**config.mk**
```make
export PLATFORM = sky130hd
export DESIGN_NAME = mat_mult
export DESIGN_NICKNAME = d
export VERILOG_FILES = /design/src/rtl/mat_mult_pkg.sv /design/src/rtl/mat_mult_dot3.sv /design/src/rtl/mat_mult.sv
export SDC_FILE = /design/constraint.sdc
export NUM_CORES = 2
export LEC_CHECK = 0
export BUFFER_PORTS_ARGS = -buffer_cell sky130_fd_sc_hd__buf_2
export CAP_MARGIN = 30
export CORE_MARGIN = 8
export CORE_UTILIZATION = 44
export DETAILED_ROUTE_END_ITERATION = 10
export SYNTH_ARGS = -nofsm -noshare
export SYNTH_HDL_FRONTEND = slang
export SYNTH_HIERARCHICAL = 1
export SYNTH_SLANG_ARGS = --single-unit
export TNS_END_PERCENT = 20
```
**constraint.sdc**
```tcl
create_clock -name clk -period 10.2 [get_ports clk]
set_clock_uncertainty 0.2 [all_clocks]
set_input_delay 0.51 -clock clk [delete_from_list [all_inputs] [get_ports clk]]
set_output_delay 0.51 -clock clk [all_outputs]
set_load 0.01 [all_outputs]
```
**src/rtl/mat_mult_pkg.sv**
```systemverilog
// -----------------------------------------------------------------------------
// mat_mult_pkg
// Shared definitions for the 3x3 matrix multiplier.
//   N         : matrix dimension (rows = columns = 3)
//   elem_lsb  : bit offset of element (i,j) inside a row-major packed bus in
//               which element (0,0) sits at the MSBs
// -----------------------------------------------------------------------------
package mat_mult_pkg;

    localparam int N = 3;

    // Element (i,j) is the (3i+j)-th element counted from the MSB end, so its
    // LSB sits (8-(3i+j)) element widths above bit 0.
    function automatic int elem_lsb(input int i, input int j, input int dw);
        return (8 - (3 * i + j)) * dw;
    endfunction

endpackage

```
**src/rtl/mat_mult_dot3.sv**
```systemverilog
// -----------------------------------------------------------------------------
// mat_mult_dot3
// Purely combinational 3-term unsigned dot product at full precision.
// Ports:
//   a0_i..a2_i : left-hand terms, DW bits each
//   b0_i..b2_i : right-hand terms, DW bits each
//   sum_o      : a0*b0 + a1*b1 + a2*b2, 2*DW+2 bits so it can never wrap
// -----------------------------------------------------------------------------
module mat_mult_dot3 #(
    parameter int DW = 8
) (
    input  logic [DW-1:0]     a0_i,
    input  logic [DW-1:0]     a1_i,
    input  logic [DW-1:0]     a2_i,
    input  logic [DW-1:0]     b0_i,
    input  logic [DW-1:0]     b1_i,
    input  logic [DW-1:0]     b2_i,
    output logic [2*DW+1:0]   sum_o
);

    localparam int SW = 2 * DW + 2;

    // Operands are widened before multiplying so that neither the products
    // nor their sum are evaluated at the narrower input width.
    always_comb begin
        sum_o = SW'(a0_i) * SW'(b0_i)
              + SW'(a1_i) * SW'(b1_i)
              + SW'(a2_i) * SW'(b2_i);
    end

endmodule

```
**src/rtl/mat_mult.sv**
```systemverilog
// -----------------------------------------------------------------------------
// mat_mult
// Synchronous 3x3 unsigned matrix multiplier, Res = A x B, one-cycle latency.
// Ports:
//   clk       : rising-edge clock
//   rst       : synchronous active-high reset, wins over in_valid
//   in_valid  : A and B carry a pair to multiply this cycle
//   A, B      : 9 x DW row-major packed matrices, element (0,0) at the MSBs
//   Res       : registered product, each element taken modulo 2^DW
//   out_valid : Res/ovf were loaded on the last edge
//   ovf       : per-element overflow, bit 8-(3i+j) belongs to element (i,j)
// -----------------------------------------------------------------------------
module mat_mult
    import mat_mult_pkg::*;
#(
    parameter int DW = 8
) (
    input  logic            clk,
    input  logic            rst,
    input  logic            in_valid,
    input  logic [9*DW-1:0] A,
    input  logic [9*DW-1:0] B,
    output logic [9*DW-1:0] Res,
    output logic            out_valid,
    output logic [8:0]      ovf
);

    logic [9*DW-1:0] res_d;
    logic [9*DW-1:0] res_q;
    logic [8:0]      ovf_d;
    logic [8:0]      ovf_q;
    logic            valid_q;

    // One dot-product leaf per result element: row i of A against column j
    // of B. The full-precision sum is split into the stored low DW bits and
    // an overflow flag that is set whenever any upper bit is non-zero.
    for (genvar i = 0; i < N; i++) begin : g_row
        for (genvar j = 0; j < N; j++) begin : g_col
            localparam int LSB = elem_lsb(i, j, DW);
            localparam int IDX = 8 - (3 * i + j);

            logic [2*DW+1:0] sum;

            mat_mult_dot3 #(
                .DW (DW)
            ) u_dot (
                .a0_i  (A[elem_lsb(i, 0, DW) +: DW]),
                .a1_i  (A[elem_lsb(i, 1, DW) +: DW]),
                .a2_i  (A[elem_lsb(i, 2, DW) +: DW]),
                .b0_i  (B[elem_lsb(0, j, DW) +: DW]),
                .b1_i  (B[elem_lsb(1, j, DW) +: DW]),
                .b2_i  (B[elem_lsb(2, j, DW) +: DW]),
                .sum_o (sum)
            );

            assign res_d[LSB +: DW] = sum[DW-1:0];
            assign ovf_d[IDX]       = |sum[2*DW+1:DW];
        end
    end

    // Output registers. Result and flags only load on a valid pair, so
    // garbage or X on A/B during idle cycles never reaches the outputs.
    // The valid strobe simply follows in_valid one cycle later, giving full
    // back-to-back throughput with no stall path.
    always_ff @(posedge clk) begin
        if (rst) begin
            res_q   <= '0;
            ovf_q   <= '0;
            valid_q <= 1'b0;
        end else begin
            valid_q <= in_valid;
            if (in_valid) begin
                res_q <= res_d;
                ovf_q <= ovf_d;
            end
        end
    end

    assign Res       = res_q;
    assign ovf       = ovf_q;
    assign out_valid = valid_q;

endmodule

```
# After elaboration in Yosys (flattened, before gate mapping)
# Cells that the tools add are included.
# op_classes
n_addsub,18
mul,27
n_reduce_logical,9
# op_table
operator,count
$mul A8 B8 Y16,27
$add A18 B16 Y18,9
$add A16 B16 Y17,9
$reduce_or A10 Y1,9
# word_totals
elab_cells,57
input_bits,147
output_inout_bits,82
reg_bits,82

# Longest topological paths before layout
# depth
word_depth,4
depth_mapped,24

# Hierarchy
# Netlist, hierarchy kept.
# by_module_without_submodules
module,cells_each,seq_area_each_um2,n_inst,area_each_um2
mat_mult_dot3 (g_row[0].g_col[2].u_dot ...),759,0.0,5,6867.8
mat_mult_dot3 (g_row[0].g_col[0].u_dot),767,0.0,1,6925.4
mat_mult_dot3 (g_row[2].g_col[1].u_dot),760,0.0,1,6890.4
mat_mult_dot3 (g_row[2].g_col[2].u_dot),751,0.0,1,6815.3
mat_mult_dot3 (g_row[0].g_col[1].u_dot),745,0.0,1,6781.5
mat_mult,291,1641.6,1,3250.6

# Least setup slack after synthesis
# OpenSTA, ideal clock, no wires.
# synth_path
path_kind,input -> register
from,input port B[47]
to,"register ovf_q[8], in the netlist ovf[8]"
cell_stages,20
path_buffers,1
setup_time_ns,0.091
path_slack_ns,3.572
t_arrival_ns,6.337
path_cell_list,and2_1 fa_1 fa_1 inv_1 fa_1 inv_1 fa_1 fa_1 fa_1 inv_1 fa_1 inv_1 ha_1 buf_6 o21a_1 a21oi_1 mux2_2 a311oi_1 nor4_1 a311oi_1
# synth_via
elab_chain_len,4
# synth_rtl
element,line,text
from (decl),mat_mult.sv:22,"input logic [9*DW-1:0] B,"
$mul A8 B8 Y16,mat_mult_dot3.sv:27,+ SW'(a1_i) * SW'(b1_i)
$add A16 B16 Y17,mat_mult_dot3.sv:27,
$add A18 B16 Y18,mat_mult_dot3.sv:28,+ SW'(a2_i) * SW'(b2_i);
net g_row[0].g_col[0].sum[13],mat_mult.sv:42,logic [2*DW+1:0] sum;
$reduce_or A10 Y1,mat_mult.sv:57,assign ovf_d[IDX] = |sum[2*DW+1:DW];
to (signal assigned),mat_mult.sv:74,ovf_q <= ovf_d;
to (decl),mat_mult.sv:31,logic [8:0] ovf_q;
# The timed path passes the listed nets, and every way through them passes these cells.
# A chain may end at the register's enable or synchronous reset.

# Worst setup path after layout
# layout_path
from,input port A[68]
to,"register ovf_q[7], in the netlist ovf[7]"
# layout_via
elab_chain_len,4
# layout_rtl
element,line,text
from (decl),mat_mult.sv:21,"input logic [9*DW-1:0] A,"
$mul A8 B8 Y16,mat_mult_dot3.sv:26,sum_o = SW'(a0_i) * SW'(b0_i)
$add A16 B16 Y17,mat_mult_dot3.sv:27,
$add A18 B16 Y18,mat_mult_dot3.sv:28,
net g_row[0].g_col[1].sum[17],mat_mult.sv:42,
$reduce_or A10 Y1,mat_mult.sv:57,
# The timed path passes the listed nets, and every way through them passes these cells.

==> results.md <==
* Run status: finished clean
* Setup TNS at 0 ps
* Setup Buffers After CTS at 0
* DRC Markers at 0
* Synth cell types at 76
* Hold_buf cts at 0
* Endpoints failing setup at 0
* Initial Util at 0.442
* Num CTS Buffers at 9
* Vias in the first global route at 50.8k
* DR WL/cell at 20.5 um
* First-pass GRT wire length at 300 mm
* CP peak stage delay at 660 ps
* Clk slew on worst S/H paths at 90 ps
* Most common cell after layout, fill and taps aside: inv_1
* Worst-Margin Slew at 1010 ps
* Via count at 47.3k
* Clock sink total at 82
* Critical path required time at around 10000 ps
* Largest net degree at the start of global routing at 62
* Crit-path cells: buf_2, nand2_1, fa_1, inv_1, fa_1, inv_1, fa_1, inv_1, fa_1, fa_1, fa_1, inv_1, fa_1, inv_1, ha_1, and4_1, nand2_1, or2_2, o221ai_1, a21oi_1, xnor2_1, nor3_1, a311oi_2
* Unrepaired setup endpoints after global routing: false
* Chip height at 400 um
* DRT Pass-1 Iters at 5
* Post-synthesis sequential element count at 82
* Post-DRT Antenna Nets at 0
* Max-Cap Viols at 0
* Clock Tree Buf Depth at 2
* Post-synthesis sequential area ratio at 0.0253
* Remaining Overflow, GRT at 0
* Die Wd at 400 um
* Port Buffer Count at 228
* CP Class: input port to flop
* Synthesized cell area at 65000 um^2
* Crit end category: flop
* Top_reg_cell synth: dfxtp_1
* CTS H-Tree Depth at 3
* Share of the synthesized area in the top cell type at 0.446
* Fill cells at 14.4k
* Relative slew margins at 0.322
* Startpoint Class: input port
* Post-synth EDFFs at 0
* GRT Total Usage at 0.241
* Fin crit share at 0.710
* Arr. time, crit path at 7340 ps
* Vias per cell at 5.10
* Top cells by area, synth: fa_1 45%, ha_1 17%, inv_1 12%, and2_1 11%, nand2_1 3.9%
* Yosys top cell by area: fa_1
* Post_cts resized at 0
* Crit path top cell by count: fa_1
* Endpoints failing hold at 0
* I/O Pins at 229
* Fraction of layout cells with a size suffix above 1 at 0.0446
* Mapped Nets at 9596
* Crit-path max FO at 25
* Die Area at 160000 um^2
* CTS tree: done
* Area delta synth->final at 5.80%
* Worst Hold Class: flop to flop
* Fmax at 138 MHz
* Total Wirelength at 190 mm
* Async S/R FF share, synth at 0
* Synth warn at 6
* Site row count at about 140
* Final min period at 7240 ps
* Synth Instances at 7109
* Root Buffer: clkbuf_16
* Final Max Slew Viols at 0
* DR iter-0 viols at 2941
* Final GP Congestion at 0.897
* Area taken by multi-input logic gates at 55400 um^2
* Seq. cell area at 1640 um^2
* Fin nets at approximately 10k
* Mean Syn Cell Area at 9.14 um^2
* Initial antenna violation count at 24
* Slowest cell on the critical path: buf_2
* CORE AREA at 147000 um^2
* DPL Wire Length at 145 mm
* Clock Latency Late Sink at around 420 ps
* Most frequent cells in the layout: 2058 x inv_1, 1449 x fa_1, 1121 x and2_1
==> flip-flops by register name, summed over array words and instances (netlist names) <==
signal / cells
ovf: 9
out_valid: 1
Res: 72
==> stage by stage <==
| stage | area [um^2] | cells | setup slack [ps] | hold slack [ps] | utilization |
|---|---|---|---|---|---|
| 2_1_floorplan | 65000 | 7109 | 3570 | 318 | - |
| 3_3_place_gp | 68400 | 9246 | 2670 | 268 | 0.465 |
| 3_5_place_dp | 68400 | 9246 | 2590 | 278 | 0.465 |
| 4_1_cts | 68700 | 9262 | 3080 | 300 | 0.467 |
| 5_1_grt | 68700 | 9269 | 2750 | 326 | 0.467 |
| 6_report | 68800 | 9281 | 2960 | 296 | 0.467 |
==> critical path, delay by kind of cell <==
family / cells / cell delay, ps
AO/OA/AOI/OAI: 3 / 510
XOR/XNOR: 1 / 140
adder cells (fa/ha/maj): 8 / 4000
buffers and inverters: 6 / 920
AND/OR/NAND/NOR: 5 / 1220
==> worst paths after layout <==
check | startpoint | to | slack [ps] | cells after the start
worst max-delay path | A[68] | ovf[7] | 2960 | 23
worst min-delay path | Res[3] | Res[3] | 300 | 2
worst max register to register | ovf[7] | ovf[7] | 9060 | 2
worst min register to register | Res[3] | Res[3] | 300 | 2
==> cell usage after synthesis, drive strengths merged, types with 7 or more instances <==
cell        n
dfxtp      82
mux2i      79
inv      2058
o21a       10
a311oi     16
a2111oi    11
nor4b      10
a221o       7
o211ai      9
nor2b      18
a21oi     101
nor2      157
a21o       24
xnor2      64
and3       21
buf        24
nand3      22
fa       1449
and2     1121
a31oi      10
o21ai      40
o2111ai     8
nor3       51
nand2     673
clkbuf      9
ha        891
nand2b     10
nor4       16
nand4      11
xor2       31
==> area by class of cell <==
| type | count | share of cell area |
|---|---|---|
| Clock inverter | 6 | 0.00106 |
| Inverter | 2058 | 0.112 |
| Timing Repair Buffer | 240 | 0.0180 |
| Multi-Input combinational cell | 4936 | 0.806 |
| Antenna cell | 19 | 0.000691 |
| Clock buffer | 10 | 0.00333 |
| Tap cell | 1930 | 0.0351 |
| Sequential cell | 82 | 0.0239 |
==> routing by layer <==
layer  wire length [um]  vias to the layer above  global-route usage
met2              86100                     1421               0.384
met5                 88                        -             0.00386
met1              85800                    24300               0.341
li1                   -                    21400                   -
met4               6310                        2              0.0750
met3              12000                      209              0.0327
==> kinds of logic after synthesis <==
group                    synth area share
multiplexers                       0.0123
AND/OR/NAND/NOR                     0.175
buffers and inverters               0.122
XOR/XNOR                           0.0128
AO/OA/AOI/OAI                      0.0346
adder cells (fa/ha/maj)             0.618
flip-flops                         0.0253
Power is not shown: default switching activity piles up to over one toggle a cycle in this logic, so the estimate is an artifact.
